### src/rtl/simple_spi_master.sv
// SPI mode-0 master: one full-duplex, MSB-first WIDTH-bit transfer per start,
// framed by pin_ncs, with pin_clk divided down from system_clk.
module simple_spi_master #(
    parameter int WIDTH    = 8,
    parameter int CLKDIV   = 4,
    parameter int CS_SETUP = 2,
    parameter int CS_HOLD  = 2,
    parameter int CS_IDLE  = 4
) (
    input  logic             system_clk,
    input  logic             rst,
    input  logic             start,
    input  logic [WIDTH-1:0] value_mosi,
    output logic [WIDTH-1:0] value_miso,
    output logic             busy,
    output logic             done,
    output logic             pin_ncs,
    output logic             pin_clk,
    output logic             pin_mosi,
    input  logic             pin_miso
);

    function automatic int max_of(input int a, input int b);
        return (a > b) ? a : b;
    endfunction

    localparam int CNT_MAX = max_of(max_of(CLKDIV, CS_SETUP), max_of(CS_HOLD, CS_IDLE));
    localparam int CNT_W   = $clog2(CNT_MAX);
    localparam int BIT_W   = $clog2(WIDTH);

    typedef enum logic [2:0] {
        S_IDLE,
        S_SETUP,
        S_LOW,
        S_HIGH,
        S_HOLD,
        S_GAP
    } state_t;

    state_t           r_state, w_state;
    logic [CNT_W-1:0] r_cnt,   w_cnt;
    logic [BIT_W-1:0] r_bit,   w_bit;
    logic [WIDTH-1:0] r_tx,    w_tx;
    logic [WIDTH-1:0] r_rx,    w_rx;
    logic [WIDTH-1:0] r_value_miso, w_value_miso;
    logic             r_busy,  w_busy;
    logic             r_done,  w_done;
    logic             r_ncs,   w_ncs;
    logic             r_clk,   w_clk;
    logic             r_mosi,  w_mosi;

    always_comb begin
        // NOTE: every signal gets its hold value first, so no path can leave one unassigned and infer a latch.
        w_state      = r_state;
        w_cnt        = r_cnt + CNT_W'(1);
        w_bit        = r_bit;
        w_tx         = r_tx;
        w_rx         = r_rx;
        w_value_miso = r_value_miso;
        w_busy       = r_busy;
        w_done       = 1'b0;
        w_ncs        = r_ncs;
        w_clk        = r_clk;
        w_mosi       = r_mosi;

        unique case (r_state)
            S_IDLE: begin
                w_cnt = '0;
                if (start) begin
                    w_tx    = value_mosi;
                    w_rx    = '0;
                    w_bit   = '0;
                    w_ncs   = 1'b0;
                    w_mosi  = value_mosi[WIDTH-1];
                    w_busy  = 1'b1;
                    w_state = S_SETUP;
                end
            end
            S_SETUP: begin
                if (r_cnt == CNT_W'(CS_SETUP - 1)) begin
                    w_cnt   = '0;
                    w_state = S_LOW;
                end
            end
            S_LOW: begin
                if (r_cnt == CNT_W'(CLKDIV - 1)) begin
                    w_cnt   = '0;
                    w_clk   = 1'b1;
                    w_state = S_HIGH;
                end
            end
            S_HIGH: begin
                // Sampling on the last HIGH cycle leaves CLKDIV-1 cycles of slave settling margin.
                if (r_cnt == CNT_W'(CLKDIV - 1)) begin
                    w_cnt = '0;
                    w_clk = 1'b0;
                    w_rx  = {r_rx[WIDTH-2:0], pin_miso};
                    if (r_bit == BIT_W'(WIDTH - 1)) begin
                        w_state = S_HOLD;
                    end else begin
                        w_bit   = r_bit + BIT_W'(1);
                        w_tx    = {r_tx[WIDTH-2:0], 1'b0};
                        w_mosi  = r_tx[WIDTH-2];
                        w_state = S_LOW;
                    end
                end
            end
            S_HOLD: begin
                if (r_cnt == CNT_W'(CS_HOLD - 1)) begin
                    w_cnt        = '0;
                    w_ncs        = 1'b1;
                    w_mosi       = 1'b0;
                    w_value_miso = r_rx;
                    w_done       = 1'b1;
                    w_state      = S_GAP;
                end
            end
            S_GAP: begin
                if (r_cnt == CNT_W'(CS_IDLE - 1)) begin
                    w_cnt   = '0;
                    w_busy  = 1'b0;
                    w_state = S_IDLE;
                end
            end
            default: w_state = S_IDLE;
        endcase
    end

    // NOTE: state registers use non-blocking assignments so all of them update together at the edge.
    always_ff @(posedge system_clk) begin
        if (rst) begin
            r_state      <= S_IDLE;
            r_cnt        <= '0;
            r_bit        <= '0;
            r_tx         <= '0;
            r_rx         <= '0;
            r_value_miso <= '0;
            r_busy       <= 1'b0;
            r_done       <= 1'b0;
            r_ncs        <= 1'b1;
            r_clk        <= 1'b0;
            r_mosi       <= 1'b0;
        end else begin
            r_state      <= w_state;
            r_cnt        <= w_cnt;
            r_bit        <= w_bit;
            r_tx         <= w_tx;
            r_rx         <= w_rx;
            r_value_miso <= w_value_miso;
            r_busy       <= w_busy;
            r_done       <= w_done;
            r_ncs        <= w_ncs;
            r_clk        <= w_clk;
            r_mosi       <= w_mosi;
        end
    end

    assign value_miso = r_value_miso;
    assign busy       = r_busy;
    assign done       = r_done;
    assign pin_ncs    = r_ncs;
    assign pin_clk    = r_clk;
    assign pin_mosi   = r_mosi;

endmodule

### config.mk
export PLATFORM = sky130hd
export DESIGN_NAME = simple_spi_master
export DESIGN_NICKNAME = d
export VERILOG_FILES = /design/src/rtl/simple_spi_master.sv
export SDC_FILE = /design/constraint.sdc
export NUM_CORES = 1
export LEC_CHECK = 0
export ABC_AREA = 1
export CORE_MARGIN = 2
export CORE_UTILIZATION = 30
export CTS_CLUSTER_DIAMETER = 100
export DETAILED_ROUTE_END_ITERATION = 10
export PLACE_DENSITY = 0.45
export SKIP_CTS_REPAIR_TIMING = 1
export SYNTH_ARGS = -nofsm -noshare
export SYNTH_HDL_FRONTEND = slang
export SYNTH_SLANG_ARGS = --single-unit
### constraint.sdc
create_clock -name system_clk -period 3.1 [get_ports system_clk]
set_clock_uncertainty 0.15 [all_clocks]
set_input_delay 0.31 -clock system_clk [delete_from_list [all_inputs] [get_ports system_clk]]
set_output_delay 0.31 -clock system_clk [all_outputs]
set_load 0.05 [all_outputs]
==> flow_metrics.tcl <==
set metrics [dict create \
    rr_worst_depth 5 \
    nets 274 \
    fin_tns_setup_ns 0 \
    fmax_mhz 489 \
    hold_class "reg -> reg" \
    cp-start-kind "flip-flop" \
    die_area_um2 6710 \
    worst_pin_slew_ns 0.776 \
    path_clk_slew_ns 0.08 \
    syn_area_um2 1820 \
    postSynth.asyncResetShare_pct 0 \
    antenna_found_initial 0 \
    synthToLayoutAreaGrowth_pct 17.5 \
    yosys.cell_count.top_type "nand2_1" \
    syn_avg_cell_area_um2 7.81 \
    min_period_ns 2.05 \
    slew_headroom_pct 48.2 \
    clock-sinks 36 \
    drc 0 \
    cts_tree "done" \
    root_buffer "clkbuf_8" \
    rows 28 \
    post-route-worst-setup-slack_ns 1.05 \
    clockBufferDepth 2 \
    netlist.top_cell.by_area "dfxtp_1" \
    yosys_register_bits 36 \
    place_congestion 0.771 \
    grt_max_degree 27 \
    synthFlopType "dfxtp_1" \
    n_antenna_cell 0 \
    power.leakage_nw 0.977 \
    required_ns 3.18 \
    dp_hpwl_um 2650 \
    fin_crit_sh_pct 66.0 \
    start_util_pct 30.9 \
    grt_usage_pct 13.0 \
    h-tree-depth 2 \
    grt_overflow 0 \
    numCtsBuffers 5 \
    dr.first_iter.drc_count 107 \
    post-place-ws_ns 0.888 \
    rsz0062_at_grt "no" \
    final-max-slew-violation-count 0 \
    setup_viol 0 \
    hold_viol_final 0 \
    status "finished, final reports clean" \
    ys_types 31 \
    p_per_area_nw_per_um2 931 \
    viasPerCell 4.55 \
    ant_nets 0 \
    first_global_vias 1342 \
    synth_nets 252 \
    wl_um 3930 \
    synth_common_cells "53 x nand2_1, 36 x dfxtp_1, 30 x nor2_1, 15 x nand3_1, 12 x inv_1" \
    synth_top_area_share_pct 39.6 \
    end_kind "flip-flop" \
    synth_edf_count 0 \
    vias 1507 \
    drive_gt1_share_pct 13.7 \
    total_power_w 0.00199 \
    crit_fanout 11 \
    clk_latency_ns 0.30 \
    yosysWarningCount 0 \
    timing.hold.worst_path_depth 2 \
    die_x_um 81.9 \
    syn_inst 233 \
    synthTopCellsByArea "dfxtp_1 40%, nand2_1 11%, nor2_1 6.2%" \
    ios 25 \
    path_class "reg -> reg" \
    fp.dieH_um 81.9 \
    core_um2 5890 \
    ir_drop_v 0.000386 \
    cp.arrival_ns 2.13 \
    ys_seq_area_share_pct 39.6 \
    first_pass_iters 4 \
    cap_violations 0 \
    io_buffers 24 \
    wire_per_inst_um 11.9 \
    grt_pass1_wl_um 6530 \
]
[placed cells by master, fill, tap and decap left out, types with 2 or more instances in the layout]
cell / n
a21oi_1: 10
a22o_1: 8
buf_4: 2
clkbuf_8: 5
clkdlybuf4s50_1: 24
clkinv_1: 2
clkinv_2: 2
dfxtp_1: 36
ha_1: 7
inv_1: 12
inv_2: 3
nand2_1: 53
nand2_2: 3
nand2_4: 3
nand3_1: 15
nand3b_1: 7
nor2_1: 30
nor2_2: 10
nor2_4: 2
o21ai_0: 10
[power breakdown]
group | total [W] | switching (W) | internal [W]
registers | 0.000722 | 0.000122 | 0.000600
logic | 0.000935 | 0.000598 | 0.000337
clock network | 0.000335 | 0.000178 | 0.000157
[final timing paths]
check	from	slack, ns	to
max	r_state[0]	1.05	r_tx[5]
min	pin_ncs	0.31	pin_ncs
max reg2reg	r_state[0]	1.05	r_tx[5]
min reg2reg	pin_ncs	0.31	pin_ncs
[worst max-delay path: stages (launching register included)]
cell	delay, ns
dfxtp_1	0.57
nand3_2	0.33
o21ai_2	0.46
and2_4	0.34
nor2_2	0.05
nor2_1	0.08
[per-layer routing]
metal  global-route usage [%]  wire length (um)  up-vias
li1                         -                 -      801
met1                     17.9              2020      663
met2                     18.3              1630       35
met3                     3.63               183        8
met4                     7.00                87        0
met5                        0                 0        -
[final cells by class]
class / instances / area (um^2)
inverter: 17 / 63.8
multi-input combinational: 169 / 917
timing repair buffer: 26 / 255
clock buffer: 5 / 68.8
fill: 622 / 3750
tap: 75 / 93.8
sequential: 36 / 721
clock inverter: 3 / 18.8
[logic make-up (layout without fill, tap and decap cells)]
kind of cell    after synthesis  after routing  share of synthesized area (%)
fa+ha+maj                     7              7                           4.81
simple gates                128            128                           33.7
flops                        36             36                           39.6
compound gates               34             34                           11.8
buf+inv                      28             51                           10.0
[flip-flops by register name (all words and copies together), names as in the netlist]
name,cells
r_cnt,2
busy,1
value_miso,8
done,1
r_rx,8
r_state,3
r_tx,7
pin_clk,1
pin_mosi,1
pin_ncs,1
r_bit,3
[metrics by stage]
step	utilization [%]	hold WS, ns	cell area (um^2)	cells
floorplan	-	0.229	1820	233
global placement	34.8	0.306	2050	323
detailed placement	34.8	0.305	2050	323
CTS	36.3	0.323	2140	331
global route	36.3	0.341	2140	331
finish	36.3	0.314	2140	331
Note: power is estimated with default switching activity, not from simulation.
